**src/rtl/seq_divider.sv**
```systemverilog
// Iterative unsigned restoring divider.
// Operands arrive over a valid/ready handshake, one quotient bit is resolved
// per clock, and the quotient/remainder pair leaves over a second valid/ready
// handshake. A zero divisor skips the iterations and returns a flagged result.
module seq_divider #(
  parameter int WIDTH = 8
) (
  input  logic             clock,
  input  logic             reset,
  input  logic             io_in_valid,
  output logic             io_in_ready,
  input  logic [WIDTH-1:0] io_dividend,
  input  logic [WIDTH-1:0] io_divisor,
  output logic             io_out_valid,
  input  logic             io_out_ready,
  output logic [WIDTH-1:0] io_quotient,
  output logic [WIDTH-1:0] io_remainder,
  output logic             io_div_by_zero
);

  localparam int CW = $clog2(WIDTH + 1);

  typedef enum logic [1:0] {
    IDLE,
    BUSY,
    DONE
  } state_t;

  state_t           state_q, state_d;
  logic [WIDTH-1:0] quo_q, quo_d;
  logic [WIDTH-1:0] rem_q, rem_d;
  logic [WIDTH-1:0] div_q, div_d;
  logic [CW-1:0]    cnt_q, cnt_d;
  logic             dbz_q, dbz_d;

  // The partial remainder is always strictly below the divisor, so its
  // WIDTH+1-bit form has a zero top bit and only WIDTH bits are stored;
  // the extra bit appears only in the shifted value and the trial subtraction.
  logic [WIDTH:0]   shifted;
  logic [WIDTH:0]   trial;

  // State and datapath registers; reset returns to IDLE with cleared outputs.
  always_ff @(posedge clock or posedge reset) begin
    if (reset) begin
      state_q <= IDLE;
      quo_q   <= '0;
      rem_q   <= '0;
      div_q   <= '0;
      cnt_q   <= '0;
      dbz_q   <= 1'b0;
    end else begin
      state_q <= state_d;
      quo_q   <= quo_d;
      rem_q   <= rem_d;
      div_q   <= div_d;
      cnt_q   <= cnt_d;
      dbz_q   <= dbz_d;
    end
  end

  // Next-state logic: operand capture, one restoring step per BUSY cycle, result hand-off.
  always_comb begin
    state_d = state_q;
    quo_d   = quo_q;
    rem_d   = rem_q;
    div_d   = div_q;
    cnt_d   = cnt_q;
    dbz_d   = dbz_q;
    shifted = {rem_q, quo_q[WIDTH-1]};
    trial   = shifted - {1'b0, div_q};

    unique case (state_q)
      IDLE: begin
        if (io_in_valid) begin
          div_d = io_divisor;
          cnt_d = CW'(WIDTH);
          if (io_divisor == '0) begin
            quo_d   = '1;
            rem_d   = io_dividend;
            dbz_d   = 1'b1;
            state_d = DONE;
          end else begin
            quo_d   = io_dividend;
            rem_d   = '0;
            dbz_d   = 1'b0;
            state_d = BUSY;
          end
        end
      end
      BUSY: begin
        if (!trial[WIDTH]) begin
          rem_d = trial[WIDTH-1:0];
          quo_d = {quo_q[WIDTH-2:0], 1'b1};
        end else begin
          rem_d = shifted[WIDTH-1:0];
          quo_d = {quo_q[WIDTH-2:0], 1'b0};
        end
        cnt_d = cnt_q - CW'(1);
        if (cnt_q == CW'(1)) begin
          state_d = DONE;
        end
      end
      DONE: begin
        if (io_out_ready) begin
          state_d = IDLE;
        end
      end
      default: begin
        state_d = IDLE;
      end
    endcase
  end

  assign io_in_ready    = (state_q == IDLE) && !reset;
  assign io_out_valid   = (state_q == DONE);
  assign io_quotient    = quo_q;
  assign io_remainder   = rem_q;
  assign io_div_by_zero = dbz_q;

endmodule
```
**config.mk**
```make
export PLATFORM = sky130hd
export DESIGN_NAME = seq_divider
export DESIGN_NICKNAME = d
export VERILOG_FILES = /design/src/rtl/seq_divider.sv
export SDC_FILE = /design/constraint.sdc
export NUM_CORES = 1
export LEC_CHECK = 0
export CAP_MARGIN = 20
export CORE_MARGIN = 2
export CORE_UTILIZATION = 50
export DETAILED_ROUTE_END_ITERATION = 10
export PLACE_DENSITY = 0.78
export SETUP_SLACK_MARGIN = 0.02
export SKIP_LAST_GASP = 1
export SLEW_MARGIN = 15
export SYNTH_ARGS = -nofsm -noshare
export SYNTH_HDL_FRONTEND = slang
export SYNTH_SLANG_ARGS = --single-unit
```
**constraint.sdc**
```tcl
create_clock -name clock -period 2.8 [get_ports clock]
set_input_delay 0.56 -clock clock [delete_from_list [all_inputs] [get_ports clock]]
set_output_delay 0.56 -clock clock [all_outputs]
set_load 0.02 [all_outputs]
```
==> flow_summary.toml, run 1 <==
[clocking]
cts.sinks = 31
clk_path_buf_depth = 2
worst_skew_pair.late_latency_ns = 0.28
cts_made_buffers = 5
clk_root_buffer_cell = "sky130_fd_sc_hd__clkbuf_8"
path_clk_slew_ns = 0.07
cts_max_level = 2
cts_tree = "done"

[global_route]
grt_antenna_before_repair = 0
overflow_left_after_global_routing = 0
grt_max_degree = 32
first_global_vias = 1634
grt_pass1_wl_mm = 7.72
gr-usage-all-layers_pct = 23.4

[drt]
dr.first_iter.drc_count = 151
vias = 1724
post-route-drc-count = 0
avgViaCountPerCell = 5.58
firstDrtPassIters = 4
route.final.wire_length_mm = 4.74
antenna_violating_nets_remaining = 0
wire_per_inst_um = 15.3

[sta]
hold-worst-slack_ns = 0.497
tns_ns = 0
grt_setup_unrepaired = "no"
worst_clock_skew_ns = 0.00776
final_min_period_over_clock_period_pct = 94.7
maxClockFrequency_ghz = 0.377
final-setup-viol-count = 0
slew_headroom_pct = 67.7
final_max_slew_viol_count = 0
timing.final.crit_period_ns = 2.65
tightest_slew_ns = 0.484
final_count_of_hold_timing_violations = 0

[logic_synthesis]
ys_ff_latch = 31
synth_edf_count = 0
synthesis.nets = 249
async_flop_share_pct = 100
yosys_most_used_dff = "sky130_fd_sc_hd__dfrtp_1"
synth.most_common_cell = "sky130_fd_sc_hd__nand2_1"
syn_area_per_cell_sq_um = 8.72
synth_cell_types = 42
post_synth_main_area_contributors = "sky130_fd_sc_hd__dfrtp_1 (41%), sky130_fd_sc_hd__ha_1 (6.6%), sky130_fd_sc_hd__nand2_1 (6.5%)"
netlist.area_leader.share_pct = 40.8
synthCells = 218
yosys.area.top_type = "sky130_fd_sc_hd__dfrtp_1"
yosys-top-cells-count = "sky130_fd_sc_hd__nand2_1 (33), sky130_fd_sc_hd__dfrtp_1 (31), sky130_fd_sc_hd__o21ai_0 (21)"
synthesis.area_sq_um = 1900
ys_warn_count = 0
seq_area_frac_synth_pct = 40.8

[cells_and_area]
area_taken_by_multi_input_logic_gates_sq_um = 1040
flow.area_growth_from_synthesis_pct = 28.4
final_util_pct = 66.7
drive_gt1_share_pct = 8.05
antenna_cells = 0
fillerInstances = 320
ff_latch_area_sq_um = 776
final_nets = 291

[worst_setup_path]
crit_path_max_fanout = 5
crit_path_start_kind = "flop"
timing.critical_path.required_ns = 2.99
worst_setup_path_class = "reg2reg"
cp-end-kind = "flop"
crit_arrival_ns = 2.85

[placement]
port_buffers = 38
place.detailed.hpwl_mm = 3.35
finalWeightedCongestion = 0.881

[power_and_ir_drop]
clock_power_share_pct = 9.4
power_frac_comb_pct = 66.6
power_report.internal_total_w = 0.00193
max-vdd-ir-drop_mv = 0.597
total_power_w = 0.00357
switching_share_pct = 46.0
p_per_area_nw_per_um2 = 1460
power.share.sequential_pct = 23.9
power.static_leakage_nw = 1.04
net_switching_power_figure_w = 0.00164

[floorplanning]
overall_die_area_sq_um = 4310
core.rowCount = 22
initial_utilization_pct = 51.9
die_y_um = 65.7
design.portCount = 39
die_width_um = 65.7
core_sq_um = 3660

[outcome]
run_status = "completed"

[job]
max_cap_viol_count = 0

[hold_path]
worstHoldPathType = "reg2reg"
## sequential cells by signal, summed over array words and instances (netlist names)
name	flops
io_quotient	8
div_q	8
cnt_q	4
io_div_by_zero	1
state_q	2
io_remainder	8
## layout by cell type (no fill, tap or decap), types with 2 or more instances in the layout
cell	instances
sky130_fd_sc_hd__a211oi_1	3
sky130_fd_sc_hd__a21boi_0	2
sky130_fd_sc_hd__a21oi_1	14
sky130_fd_sc_hd__a21oi_2	2
sky130_fd_sc_hd__buf_4	7
sky130_fd_sc_hd__clkbuf_1	2
sky130_fd_sc_hd__clkbuf_8	5
sky130_fd_sc_hd__clkdlybuf4s50_1	38
sky130_fd_sc_hd__dfrtp_1	31
sky130_fd_sc_hd__ha_1	10
sky130_fd_sc_hd__inv_1	13
sky130_fd_sc_hd__mux2i_1	6
sky130_fd_sc_hd__nand2_1	33
sky130_fd_sc_hd__nand2b_1	2
sky130_fd_sc_hd__nand3_1	5
sky130_fd_sc_hd__nor2_1	15
sky130_fd_sc_hd__nor2b_1	7
sky130_fd_sc_hd__nor3_1	2
sky130_fd_sc_hd__nor4_1	3
sky130_fd_sc_hd__o211ai_1	3
sky130_fd_sc_hd__o21ai_0	21
sky130_fd_sc_hd__o22ai_1	11
sky130_fd_sc_hd__xor2_1	4
## final cells by class
cell class / count / share of cell area, %
Multi-Input combinational cell: 164 / 42.7
Sequential cell: 31 / 31.8
Timing Repair Buffer: 45 / 17.7
Clock buffer: 7 / 3.13
Tap cell: 48 / 2.46
Inverter: 13 / 2.00
Clock inverter: 1 / 0.205
## final timing paths
| kind | startpoint | end | slack (ns) | depth (start not counted) |
|---|---|---|---|---|
| max in group asynchronous | reset | div_q[6] | 1.82 | 3 |
| min in group asynchronous | reset | cnt_q[2] | 0.69 | 3 |
| worst max register to register | io_quotient[7] | io_remainder[0] | 0.15 | 9 |
| worst min-delay path | io_div_by_zero | io_div_by_zero | 0.50 | 2 |
| worst max-delay path | io_quotient[7] | io_remainder[0] | 0.15 | 9 |
| worst min register to register | io_div_by_zero | io_div_by_zero | 0.50 | 2 |
## stage by stage
step / setup slack, ns / area [sq um] / std cells
CTS: 0.0481 / 2410 / 306
detailed placement: 0.0653 / 2330 / 298
floorplan: 0.305 / 1900 / 218
global route: 0.0470 / 2440 / 309
finish: 0.149 / 2440 / 309
global placement: 0.180 / 2330 / 298
## repair_timing
action                                  CTS  global route
hold buffers                              0             0
endpoints found under the setup margin    0             3
resized for setup                         0             2
endpoints found under the hold margin     0             0
setup buffers                             0             2
## power groups by stage
stage	combinational, W	sequential [W]	clock, W
after floorplan	0.00153	0.000954	0
after global placement	0.00214	0.000854	0
after detailed placement	0.00220	0.000861	0
after CTS	0.00220	0.000854	0.000343
after global routing	0.00262	0.000882	0.000364
final	0.00238	0.000854	0.000336
## logic make-up after synthesis
| group | synth area share (%) |
|---|---|
| AOI/OAI and AO/OA | 22.5 |
| and+or+nand+nor | 17.7 |
| adders and majority gates | 7.63 |
| buffers and inverters | 5.33 |
| muxes | 3.75 |
| xor gates and xnor gates | 2.30 |
| DFF | 40.8 |
## metal layers
layer,routed length [um],global-route usage [%]
met3,194,4.11
met5,0,0
met2,2330,38.5
met4,23,5.47
met1,2200,32.1
## critical path: stages, from the launching register on
cell	delay (ns)
sky130_fd_sc_hd__dfrtp_1	0.37
sky130_fd_sc_hd__inv_1	0.10
sky130_fd_sc_hd__ha_1	0.19
sky130_fd_sc_hd__inv_1	0.06
sky130_fd_sc_hd__fa_1	0.43
sky130_fd_sc_hd__a211oi_4	0.29
sky130_fd_sc_hd__o211ai_1	0.17
sky130_fd_sc_hd__a221o_2	0.50
sky130_fd_sc_hd__mux2_2	0.30
sky130_fd_sc_hd__o22ai_1	0.16
Note: power is estimated with default switching activity, not from simulation.
==> run 2: changes to the inputs <==
--- a/config.mk
+++ b/config.mk
@@ -5,6 +5,7 @@
 export SDC_FILE = /design/constraint.sdc
 export NUM_CORES = 1
 export LEC_CHECK = 0
+export ABC_CLOCK_PERIOD_IN_PS = 2800
 export CAP_MARGIN = 20
 export CORE_MARGIN = 2
 export CORE_UTILIZATION = 50
==> results of run 2 <==
No change in the layout: final DEF, timing and power equal those of run 1.
==> variant 1 (flow settings as in run 2) <==
Encoding of `state_t`: now one-hot (3 bits for 3 states).
--- a/src/rtl/seq_divider.sv
+++ b/src/rtl/seq_divider.sv
@@ -22,6 +22,6 @@
 
-  typedef enum logic [1:0] {
-    IDLE,
-    BUSY,
-    DONE
+  typedef enum logic [2:0] {
+    IDLE = 3'b001,
+    BUSY = 3'b010,
+    DONE = 3'b100
   } state_t;
Check against the original RTL: same outputs for any inputs over 10 cycles, from zero or initial values and one cycle with reset high; not proved beyond that.
==> variant 1 against run 2 <==
- wire length is 0.76% higher
- synthesized cell count decreased by 2.8%
- first-iteration DRC count shrank 39%
- count of clock-buffer cells in the layout fell by 2
- critical path depth rose by 2
- total power decreased by 8.4%
- global-route usage up 2.2 points
- setup slack gained 0.023 ns
- hold slack worse by 0.011 ns
- combinational power down 17%
- final area is 2.0% higher
- sequential cell count rose by 1
- synthesized area decreased by 0.20%
- critical path type unchanged
- largest power group unchanged
==> variant 1: results (changes against run 2) <==
Worst setup path
  – Crit-path slowest cell: dfrtp_1
  – R2R cell count: 11 (+2)
  – Reg2Reg Setup Slack: 0.17 ns (+0.02 ns)
  – Max incr delay on CP: 0.40 ns (-0.10 ns)

Logic synthesis
  – Synthesis warning total: 0 (unchanged)
  – Synth area leaders: dfrtp_1, ha_1, nor2_1
  – Seq/Total Area, Yosys: 42.25% (+1.5 points)
  – Most instantiated cells after synthesis: dfrtp_1, nor2_1, nand2_1, nor3_1, o21ai_0
  – Mapped Nets: 243 (-2.4%)

Global route
  – Met3 Use GR: 7.021% (+2.9 points)
  – Vias in the first global route: 1823 (+12%)
  – Largest net degree at the start of global routing: 33 (+3.1%)
  – GRT Overall Usage: 25.67% (+2.2 points)
  – Routing usage on met1: 33.08% (+0.95 points)
  – Global-route wire length before repair: 8362 um (+8.3%)
  – M2 GR Usage: 41.58% (+3.1 points)

Place
  – Cell count after placement: 297 (-0.34%)
  – Post-DP HPWL: 3393 um (+1.3%)

Routing
  – Top sig layer: met4
  – DR vias: 1694 (-1.7%)
  – DR WL met3: 259 um (+34%)
  – Starting DRT DRC Count: 92 (-39%)
  – Met2 WL post-DR: 2333 um (+0.26%)
  – Met1 wire length: 2127 um (-3.2%)

STA
  – Slew headroom: 66.84% (-0.86 points)
  – Worst Skew: 0.01090 ns (+0.003139 ns)

Clock tree
  – TritonCTS buffer count: 5 (unchanged)
  – Clock Latency Late Sink: 0.30 ns (+0.02 ns)

Power and ir drop
  – Peak supply drop: 0.8019 mV (+34%)
  – Lkg Pwr: 1.101 nW (+5.7%)

Final layout
  – Layout Nets: 289 (-0.69%)
  – Share of cells above drive strength 1: 9.653% (+1.6 points)
  – Non-filler instance count after layout: 307 (-0.65%)

Worst hold path
  – Min-Delay Path Depth: 1 (-1)

Run status
  – Status: finished clean
==> variant 1: changes by cell type after synthesis, moves of 7 or more <==
cell,change
o21ai_1,+8
nor2_1,+11
a22oi_1,+9
nand2_1,-15
o22ai_1,-10
nor3_1,+16
a21oi_1,-7
==> variant 1: area by class of cell <==
type | count | area (sq um) | share of cell area, %
clock buffer | 5 | 68.82 | 2.762
clock inverter | 3 | 42.54 | 1.708
inverter | 14 | 52.55 | 2.109
multi-input combinational | 159 | 1023 | 41.08
sequential | 32 | 802.0 | 32.19
tap | 48 | 60.06 | 2.411
timing repair buffer | 46 | 441.7 | 17.73
==> variant 1: worst reg2reg max path, delay by kind of cell, from the launching register on <==
kind | cells | cell delay, ns
mux | 2 | 0.45
simple gates | 1 | 0.08
fa+ha+maj | 2 | 0.54
compound gates | 3 | 0.75
buf+inv | 3 | 0.33
flops | 1 | 0.40
==> variant 1: through the flow <==
stage | area (sq um) | setup slack [ns] | util (%)
2_1_floorplan | 1903 | 0.03855 | -
3_3_place_gp | 2361 | 0.2207 | 64.49
3_5_place_dp | 2361 | 0.1524 | 64.49
4_1_cts | 2472 | 0.1437 | 67.53
5_1_grt | 2491 | 0.03986 | 68.05
6_report | 2491 | 0.1710 | 68.05
==> variant 1: cell families after synthesis <==
| kind of cell | count (synthesis) | share of synthesized area [%] |
|---|---|---|
| and+or+nand+nor | 81 | 20.30 |
| AOI/OAI and AO/OA | 53 | 18.13 |
| DFF | 32 | 42.25 |
| buffers and inverters | 21 | 4.218 |
| adders and majority gates | 11 | 7.647 |
| muxes | 10 | 5.603 |
| xor gates and xnor gates | 4 | 1.846 |
==> variant 1: how the worst min path moves through the flow <==
stage,from,to,slack [ns]
6_report,cnt_q[3]$_DFFE_PP0P_,cnt_q[3]$_DFFE_PP0P_,0.49
5_1_grt,cnt_q[3]$_DFFE_PP0P_,cnt_q[3]$_DFFE_PP0P_,0.50
4_1_cts,cnt_q[3]$_DFFE_PP0P_,cnt_q[3]$_DFFE_PP0P_,0.49
3_5_place_dp,cnt_q[3]$_DFFE_PP0P_,cnt_q[3]$_DFFE_PP0P_,0.48
3_3_place_gp,cnt_q[3]$_DFFE_PP0P_,cnt_q[3]$_DFFE_PP0P_,0.47
2_1_floorplan,cnt_q[3]$_DFFE_PP0P_,cnt_q[3]$_DFFE_PP0P_,0.45
==> variant 1: report_power, final <==
group,internal (mW),leakage (nW),switching (mW)
Combinational,0.925,0.649,1.05
Clock,0.263,0.0541,0.187
Sequential,0.671,0.398,0.174
==> variant 1: repair_timing <==
| item | in CTS | in global routing |
|---|---|---|
| endpoints found under the setup margin | 0 | 1 |
| gates resized for setup | 0 | 2 |
| endpoints found under the hold margin | 0 | 0 |
| buffers inserted | 0 | 1 |
==> variant 2 (config.mk and constraints of run 2) <==
Made on the original files. Change the parameter `WIDTH` from 8 to 16.
--- a/src/rtl/seq_divider.sv
+++ b/src/rtl/seq_divider.sv
@@ -5,3 +5,3 @@
 module seq_divider #(
-  parameter int WIDTH = 8
+  parameter int WIDTH = 16
 ) (
Ports: changed (resized io_dividend, io_divisor, io_quotient and io_remainder); port bits go from 39 to 71. The function was not compared with the original's and may differ.
==> variant 2 against run 2 <==
- combinational power rose by 79%
- synthesized area rose by 89%
- first-iteration DRC count grew 58%
- final area up 88%
- setup slack got worse by 0.033 ns
- total power rose by 77%
- critical path type unchanged
- wire length rose by 100%
- sequential cell count rose by 25
- critical path depth grew 2
- utilization is 0.30 points higher
- via count rose by 95%
- non-clock buffer count rose by 48
- synthesized cell count is 91% higher
- clock power increased by 68%
==> variant 2: results (changes against run 2) <==
Run status
  – Status: finished clean

Routing
  – Met2 WL post-DR: 4566 um (+96%)
  – Wire per inst: 16.23 um (+5.8%)
  – Met1 wire length: 4298 um (+96%)

Global route
  – M2 GR Usage: 40.09% (+1.6 points)
  – Met3 Use GR: 3.731% (-0.38 points)
  – Routing usage on met1: 34.34% (+2.2 points)
  – GRT Overall Usage: 24.74% (+1.3 points)
  – Global-route wire length before repair: 15010 um (+94%)

Worst setup path
  – Crit-path slowest cell: a221oi_2
  – CP max FO: 6 (+1)
  – Max incr delay on CP: 0.37 ns (-0.13 ns)
  – Worst setup startpoint: io_quotient[15]$_DFFE_PP0P_
  – Critical path endpoint: io_remainder[15]$_DFFE_PP0P_
  – R2R cell count: 11 (+2)

Clock tree
  – CTS clock-pin slew for the worst setup and hold paths: 0.10 ns (+0.03 ns)
  – Clock Latency Late Sink: 0.32 ns (+0.04 ns)

STA
  – Worst Skew: 0.006266 ns (-0.001490 ns)
  – Hold_ws: 0.4891 ns (-0.008178 ns)
  – Clock period minus worst slack: 2.685 ns (+0.03339 ns)
  – Slew @ Worst Pin: 0.7094 ns (+0.2249 ns)

Logic synthesis
  – Seq/Total Area, Yosys: 39.02% (-1.8 points)
  – Synth area leaders: dfrtp_1, ha_1, o21ai_0
  – Syn Area/Cell: 8.632 sq um (-1.1%)
  – Cell with the most instances after synthesis: dfrtp_1
  – Mapped Nets: 471 (+89%)
  – Yosys cell types: 61 (+45%)
  – Most instantiated cells after synthesis: dfrtp_1, nand2_1, o21ai_0

Power and ir drop
  – Seq group: 1.48 mW (+73%)
  – Cell internal pwr: 3.374 mW (+75%)
  – Lkg Pwr: 1.996 nW (+91%)
  – Total power: 6.308 mW (+77%)
  – Peak supply drop: 0.6807 mV (+14%)
  – Clk pwr share: 8.9% (-0.5 points)

Place
  – GPL Wtd Cong: 0.9132 (+3.6%)
  – Post-DP HPWL: 7004 um (+110%)
  – # port buffers: 70 (+84%)
  – Cell count after placement: 576 (+93%)
  – Place WS: -0.1100 ns (-0.1753 ns)
  – Placed inst area: 4433 sq um (+90%)

Final layout
  – Non-filler instance count after layout: 587 (+90%)
  – Share of cells above drive strength 1: 9.776% (+1.7 points)
  – Reg area: 1401 sq um (+81%)
  – FILL cells: 590 (+84%)

Worst hold path
  – Min-Delay Path Depth: 1 (-1)
==> variant 2: changes by cell type after synthesis, sizes merged, moves of 15 or more <==
cell,run 2,this run
nor3,2,22
nand2,33,51
o21ai,21,39
dfrtp,31,56
o31ai,0,15
==> variant 2: logic make-up after synthesis <==
kind of cell             Yosys count  share of synthesized area, %
multiplexers                       9                         2.509
AND/OR/NAND/NOR                  145                         19.51
flip-flops                        56                         39.02
adder cells (fa/ha/maj)           19                         6.829
XOR/XNOR                          13                         3.171
buffers and inverters             53                         6.724
AO/OA/AOI/OAI                    121                         22.23
==> variant 2: timing repair <==
action | CTS | global route
buffers inserted | 0 | 2
endpoints found under the setup margin | 9 | 14
cloned | 0 | 1
gates resized for setup | 3 | 5
pin swaps | 0 | 3
hold buffers | 0 | 0
==> variant 2: layout make-up <==
cell class              count  share of cell area, %
clock buffers               6                  1.794
repair buffers             93                  18.97
well taps                  96                  2.609
multi-input cells         308                  43.22
flip-flops and latches     56                  30.44
clock inverters             2                 0.8426
inverters                  26                  2.120
